<file path="config.mk">
export PLATFORM = sky130hd
export DESIGN_NAME = led_pattern_gen
export DESIGN_NICKNAME = d
export VERILOG_FILES = /design/src/rtl/led_pattern_pkg.sv /design/src/rtl/led_channel.sv /design/src/rtl/led_pattern_gen.sv
export SDC_FILE = /design/constraint.sdc
export NUM_CORES = 1
export LEC_CHECK = 0
export CAP_MARGIN = 15
export CELL_PAD_IN_SITES_DETAIL_PLACEMENT = 1
export CELL_PAD_IN_SITES_GLOBAL_PLACEMENT = 2
export CORE_MARGIN = 10
export CORE_UTILIZATION = 39
export CTS_CLUSTER_SIZE = 28
export DETAILED_ROUTE_END_ITERATION = 8
export GPL_ROUTABILITY_DRIVEN = 1
export MAX_ROUTING_LAYER = met4
export PLACE_DENSITY = 0.86
export SETUP_SLACK_MARGIN = 0.15
export SYNTH_ARGS = -nofsm -noshare
export SYNTH_HDL_FRONTEND = slang
export SYNTH_HIERARCHICAL = 1
export SYNTH_SLANG_ARGS = --single-unit
</file>
<file path="constraint.sdc">
create_clock -name clk -period 3.6 [get_ports clk]
set_clock_uncertainty 0.2 [all_clocks]
set_input_delay 0.72 -clock clk [delete_from_list [all_inputs] [get_ports clk]]
set_output_delay 0.72 -clock clk [all_outputs]
set_load 0.01 [all_outputs]
</file>
<file path="src/rtl/led_pattern_pkg.sv">
// Shared mode encodings and prescaler sizing helpers for the LED pattern generator.
package led_pattern_pkg;

  typedef enum logic [1:0] {
    MODE_OFF     = 2'd0,
    MODE_ON      = 2'd1,
    MODE_BLINK   = 2'd2,
    MODE_BREATHE = 2'd3
  } ledMode_t;

  function automatic int prescDiv(input int clkFreq, input int tickHz);
    return clkFreq / tickHz;
  endfunction

  function automatic int prescWidth(input int div);
    return (div <= 2) ? 1 : $clog2(div);
  endfunction

endpackage

</file>
<file path="src/rtl/led_channel.sv">
// One LED channel: mode/half-period registers, tick counter, blink phase and
// triangle-ramped duty; produces the unregistered lit level.
module led_channel
  import led_pattern_pkg::*;
#(
  parameter int DIV_W        = 10,
  parameter int PWM_W        = 8,
  parameter int DEFAULT_HALF = 500
) (
  input  logic             clk,
  input  logic             rst_n,
  input  logic             tick,
  input  logic [PWM_W-1:0] pwmCnt,
  input  logic             wrEn,
  input  logic [1:0]       wrMode,
  input  logic [DIV_W-1:0] wrHalf,
  output logic             lit
);

  localparam logic [PWM_W-1:0] DUTY_MAX = {PWM_W{1'b1}};

  ledMode_t         modeR;
  logic [DIV_W-1:0] halfR;
  logic [DIV_W-1:0] cntR;
  logic             phaseR;
  logic [PWM_W-1:0] dutyR;
  logic             dirDownR;

  logic [DIV_W-1:0] effHalf;
  logic             timed;
  logic             stepS;
  logic [PWM_W-1:0] dutyNext;
  logic             dirDownNext;

  // Step detection; a stored half of 0 behaves as 1
  always_comb begin
    effHalf = halfR;
    if (halfR == {DIV_W{1'b0}}) begin
      effHalf = DIV_W'(1);
    end else begin
      effHalf = halfR;
    end
    timed = (modeR == MODE_BLINK) || (modeR == MODE_BREATHE);
    stepS = tick && timed && (cntR == (effHalf - DIV_W'(1)));
  end

  // Duty reflects at both extremes so each extreme lasts exactly one step
  always_comb begin
    dutyNext    = dutyR;
    dirDownNext = dirDownR;
    if (!dirDownR) begin
      if (dutyR == DUTY_MAX) begin
        dutyNext    = dutyR - PWM_W'(1);
        dirDownNext = 1'b1;
      end else begin
        dutyNext = dutyR + PWM_W'(1);
      end
    end else begin
      if (dutyR == {PWM_W{1'b0}}) begin
        dutyNext    = dutyR + PWM_W'(1);
        dirDownNext = 1'b0;
      end else begin
        dutyNext = dutyR - PWM_W'(1);
      end
    end
  end

  // Lit level from the current mode
  always_comb begin
    lit = 1'b0;
    case (modeR)
      MODE_OFF:     lit = 1'b0;
      MODE_ON:      lit = 1'b1;
      MODE_BLINK:   lit = phaseR;
      MODE_BREATHE: lit = (pwmCnt < dutyR);
      default:      lit = 1'b0;
    endcase
  end

  // Channel state; a write overrides any step landing in the same cycle
  always_ff @(posedge clk) begin
    if (!rst_n) begin
      modeR    <= MODE_OFF;
      halfR    <= DIV_W'(DEFAULT_HALF);
      cntR     <= {DIV_W{1'b0}};
      phaseR   <= 1'b0;
      dutyR    <= {PWM_W{1'b0}};
      dirDownR <= 1'b0;
    end else if (wrEn) begin
      modeR    <= ledMode_t'(wrMode);
      halfR    <= wrHalf;
      cntR     <= {DIV_W{1'b0}};
      phaseR   <= 1'b0;
      dutyR    <= {PWM_W{1'b0}};
      dirDownR <= 1'b0;
    end else if (tick && timed) begin
      if (stepS) begin
        cntR <= {DIV_W{1'b0}};
        if (modeR == MODE_BLINK) begin
          phaseR <= ~phaseR;
        end else begin
          dutyR    <= dutyNext;
          dirDownR <= dirDownNext;
        end
      end else begin
        cntR <= cntR + DIV_W'(1);
      end
    end
  end

endmodule

</file>
<file path="src/rtl/led_pattern_gen.sv">
// Multi-channel LED pattern generator: shared tick prescaler and PWM counter,
// runtime-configurable per-channel modes, registered LED drive.
module led_pattern_gen
  import led_pattern_pkg::*;
#(
  parameter int CLK_FREQ     = 12000000,
  parameter int TICK_HZ      = 1000,
  parameter int NUM_CH       = 3,
  parameter int DIV_W        = 10,
  parameter int PWM_W        = 8,
  parameter int DEFAULT_HALF = 500,
  parameter int ACTIVE_LOW   = 1,
  localparam int CH_W        = (NUM_CH > 1) ? $clog2(NUM_CH) : 1
) (
  input  logic              clk,
  input  logic              rst_n,
  input  logic              enable,
  input  logic              cfg_valid,
  output logic              cfg_ready,
  input  logic [CH_W-1:0]   cfg_ch,
  input  logic [1:0]        cfg_mode,
  input  logic [DIV_W-1:0]  cfg_half,
  output logic              tick_o,
  output logic [NUM_CH-1:0] led_o
);

  localparam int               DIV      = prescDiv(CLK_FREQ, TICK_HZ);
  localparam int               PRE_W    = prescWidth(DIV);
  localparam logic [PRE_W-1:0] PRE_LAST = PRE_W'(DIV - 1);
  localparam logic             ACT_LVL  = (ACTIVE_LOW != 0);

  logic [PRE_W-1:0]  prescCnt;
  logic [PWM_W-1:0]  pwmCnt;
  logic [NUM_CH-1:0] wrEn;
  logic [NUM_CH-1:0] litS;

  assign tick_o = enable && (prescCnt == PRE_LAST);

  // Prescaler holds its count while disabled
  always_ff @(posedge clk) begin
    if (!rst_n) begin
      prescCnt <= {PRE_W{1'b0}};
    end else if (enable) begin
      if (prescCnt == PRE_LAST) begin
        prescCnt <= {PRE_W{1'b0}};
      end else begin
        prescCnt <= prescCnt + PRE_W'(1);
      end
    end
  end

  // Free-running PWM counter, ready flag and registered LED drive
  always_ff @(posedge clk) begin
    if (!rst_n) begin
      pwmCnt    <= {PWM_W{1'b0}};
      cfg_ready <= 1'b0;
      led_o     <= {NUM_CH{ACT_LVL}};
    end else begin
      pwmCnt    <= pwmCnt + PWM_W'(1);
      cfg_ready <= 1'b1;
      led_o     <= litS ^ {NUM_CH{ACT_LVL}};
    end
  end

  // Out-of-range channel numbers decode to no write strobe
  always_comb begin
    wrEn = {NUM_CH{1'b0}};
    for (int i = 0; i < NUM_CH; i++) begin
      wrEn[i] = cfg_valid && cfg_ready && (cfg_ch == CH_W'(i));
    end
  end

  for (genvar g = 0; g < NUM_CH; g++) begin : gChan
    led_channel #(
      .DIV_W       (DIV_W),
      .PWM_W       (PWM_W),
      .DEFAULT_HALF(DEFAULT_HALF)
    ) uChan (
      .clk   (clk),
      .rst_n (rst_n),
      .tick  (tick_o),
      .pwmCnt(pwmCnt),
      .wrEn  (wrEn[g]),
      .wrMode(cfg_mode),
      .wrHalf(cfg_half),
      .lit   (litS[g])
    );
  end

endmodule

</file>
==> flow_metrics.py <==
metrics = {
    "outcome": {
        "outcome": "finished, final reports clean",
    },
    "sta": {
        "layout_setup_ws_ns": 0.385,
        "min_period_ns": 3.21,
        "max_freq_mhz": 311,
        "max_slew_margin_pct": 48.5,
        "hold_viol_final": 0,
        "hold-worst-slack_ns": 0.275,
        "timing.final.crit_share_pct": 89.3,
        "setup_viol": 0,
        "rsz0062_at_grt": "no",
        "maxSlewViolCount": 0,
        "worst_slew_pin_slew_ns": 0.770,
    },
    "floorplan": {
        "core_area_sq_um": 20200,
        "rows": 52,
        "chipWidth_um": 163,
        "io_pins": 23,
        "die_y_um": 163,
        "die-area_sq_um": 26600,
        "start_util_pct": 39.6,
    },
    "drt": {
        "initialDrtViolationCount": 350,
        "met1Wirelength_mm": 10.9,
        "vias": 6953,
        "vias_per_cell": 5.59,
        "wl_met2_mm": 10.4,
        "drc": 0,
        "wl_met3_um": 597,
        "dr.pass1.iters": 4,
        "routedWlPerCell_um": 17.8,
        "ant_nets": 0,
        "top_layer": "met4",
        "wl_mm": 22.2,
    },
    "power": {
        "leakagePower_nw": 3.10,
        "vdd_drop_max_mv": 0.314,
        "p_sw_share_pct": 22.5,
        "seq_power_share_pct": 39.4,
        "clockPowerShare_pct": 55.0,
        "internal_power_mw": 2.74,
        "p_comb_share_pct": 5.6,
        "power.density_nw_per_um2": 381,
        "p_sw_mw": 0.795,
    },
    "global_routing": {
        "grt_antenna_before_repair": 0,
        "grt_max_degree": 34,
        "grt_usage_pct": 17.7,
        "overflow": 0,
        "grt_pass1_vias": 7127,
        "grt_pass1_wl_mm": 37.4,
    },
    "layout": {
        "fin_cells": 1244,
        "nets": 1018,
        "final_area_sq_um": 9280,
        "num_antenna_cells": 0,
        "area_growth_pct": 16.2,
        "drive_gt1_share_pct": 13.9,
        "num-fill-cells": 2382,
    },
    "setup_path": {
        "worstPathCellList": "clkdlybuf4s50_1 -> nand4_4 -> nor4_2 -> buf_4 -> and2_0 -> o211ai_1 -> a2111oi_2 -> nand3_2 -> buf_4 -> nor4_1 -> mux2i_1",
        "cp_slowest_cell": "clkdlybuf4s50_1",
        "crit_fanout": 6,
        "crit_top_cell": "buf_4",
        "cpLargestDelayFamily": "simple AND/OR/NAND/NOR gates",
        "crit_buf_inv": 3,
        "end_kind": "flip-flop",
        "arrival_ns": 3.35,
        "worst_path_largest_cell_delay_ns": 0.53,
        "crit_type": "input pin to flip-flop",
        "critPathLaunchType": "input pin",
        "cp.required_ns": 3.74,
    },
    "yosys": {
        "ys_types": 62,
        "synth_ff_type": "dfxtp_1",
        "synthArstFlopShare_pct": 0,
        "yosysSeqAreaShare_pct": 30.6,
        "yosysWarnings": 6,
        "synth_fp_nets": 984,
        "postSynthCellCount": 927,
        "synth-edff-count": 0,
        "syn_area_sq_um": 7990,
        "synth.ff_latch_count": 122,
        "syn_avg_cell_area_sq_um": 8.62,
    },
    "clocking": {
        "clock_path_buffers": 2,
        "cts_tree": "yes",
        "worstSkewPairLatency_ns": 0.42,
        "cts_made_buffers": 17,
        "cts-hold-fix-buffers": 0,
        "cts-root-buf": "clkbuf_16",
        "cts.htree.levels": 4,
        "clkSinkCount": 122,
        "clkTransAtPathRegs_ns": 0.06,
    },
    "placement": {
        "port_buffers": 22,
        "placedCellCount": 1212,
        "place_congestion": 0.896,
        "dp_slack_ns": -0.0751,
        "dp_hpwl_mm": 16.4,
        "placed_area_sq_um": 8610,
    },
    "flow_run": {
        "cap_violations": 0,
    },
    "worst_hold_path": {
        "hp-class": "flip-flop to flip-flop",
    },
}
## cells by family after synthesis
group | after synthesis | synth area share, %
and+or+nand+nor | 402 | 27.9
AOI/OAI and AO/OA | 163 | 17.0
DFF | 122 | 30.6
buffers and inverters | 82 | 4.62
xor gates and xnor gates | 70 | 7.68
muxes | 49 | 6.14
adders and majority gates | 39 | 6.11
## metal layers
layer / vias to the layer above / track usage [%]
li1: 3474 / -
met1: 3369 / 22.7
met2: 90 / 27.7
met3: 20 / 3.17
met4: 0 / 5.33
met5: - / -
## final cells by class
cell class                      instances  area, sq um  area share (%)
Timing Repair Buffer                   58          488            5.26
Multi-Input combinational cell        723         5200            56.1
Clock inverter                         10          189            2.04
Clock buffer                           22          474            5.11
Tap cell                              270          338            3.64
Sequential cell                       122         2440            26.3
Inverter                               39          146            1.58
## tightest hold or removal path: stages (launching register included)
cell	delay (ns)
dfxtp_1	0.32
nand2_1	0.06
mux2i_1	0.05
## through the flow
stage	power, mW	TNS [ns]	util, %
floorplan	1.54	0	-
global placement	1.62	0	42.7
detailed placement	1.62	-0.136	42.7
CTS	3.58	0	46.0
global route	3.66	0	46.0
finish	3.54	0	46.0
## path summary, 6_finish.rpt
| kind | slack [ns] | end | startpoint | depth (start not counted) |
|---|---|---|---|---|
| worst min register to register | 0.28 | gChan[0].uChan/phaseR | gChan[0].uChan/phaseR | 2 |
| worst max register to register | 0.42 | gChan[0].uChan/dutyR[4] | gChan[0].uChan/halfR[4] | 9 |
| worst min-delay path | 0.28 | gChan[0].uChan/phaseR | gChan[0].uChan/phaseR | 2 |
| worst max-delay path | 0.39 | gChan[0].uChan/dutyR[4] | enable | 11 |
## layout by cell type, fill, tap and decap left out, types with 36 or more instances in the layout
master	instances
xnor2_1	43
nand2_1	100
ha_1	39
nand3_1	39
dfxtp_1	122
nor2_1	75
mux2i_1	49
nand4_1	37
buf_4	36
inv_1	39
## Yosys cell counts, types with 4 or more instances
master	n	share of area [%]
a2111oi_0	12	1.3
a2111oi_2	6	1.1
a21o_1	6	0.56
a21oi_1	30	1.9
a22oi_1	6	0.56
a31o_2	6	0.66
a31oi_1	15	1.2
and2_0	6	0.47
and2_1	14	1.1
and3_1	5	0.39
buf_2	13	0.81
buf_4	4	0.38
buf_6	4	0.56
clkbuf_1	22	1.0
dfxtp_1	122	31
ha_1	39	6.1
inv_1	39	1.8
mux2i_1	49	6.1
nand2_1	100	4.7
nand2b_1	12	0.94
nand3_1	39	2.4
nand4_1	37	2.9
nor2_1	75	3.5
nor2b_1	22	1.7
nor3_1	11	0.69
nor3b_1	8	0.75
nor4_1	28	2.2
nor4_2	10	1.6
o211ai_1	6	0.56
o21a_1	6	0.56
o21ai_0	6	0.38
o2bb2ai_1	6	0.66
o31ai_1	15	1.4
or4_4	6	0.85
xnor2_1	43	4.7
xor2_1	27	3.0
## state kept, by name (all words and copies together) (netlist names)
name                  flops
gChan.uChan/modeR         6
gChan.uChan/dirDownR      3
prescCnt                 14
gChan.uChan/phaseR        3
cfg_ready                 1
gChan.uChan/dutyR        24
gChan.uChan/halfR        30
pwmCnt                    8
gChan.uChan/cntR         30
led_o                     3
## timing repair
action                                  in CTS  in global routing
buffers inserted                             0                  0
endpoints found under the setup margin       0                 16
resized for setup                            0                  2
## power groups by stage
| stage | Clock (mW) | Sequential (mW) | Combinational (mW) |
|---|---|---|---|
| after detailed placement | 0 | 1.42 | 0.197 |
| after global placement | 0 | 1.42 | 0.193 |
| after global routing | 2.05 | 1.40 | 0.220 |
| after floorplan | 0 | 1.41 | 0.126 |
| final | 1.94 | 1.39 | 0.199 |
| after CTS | 1.98 | 1.39 | 0.200 |
Power figures use the tool's default switching activity.
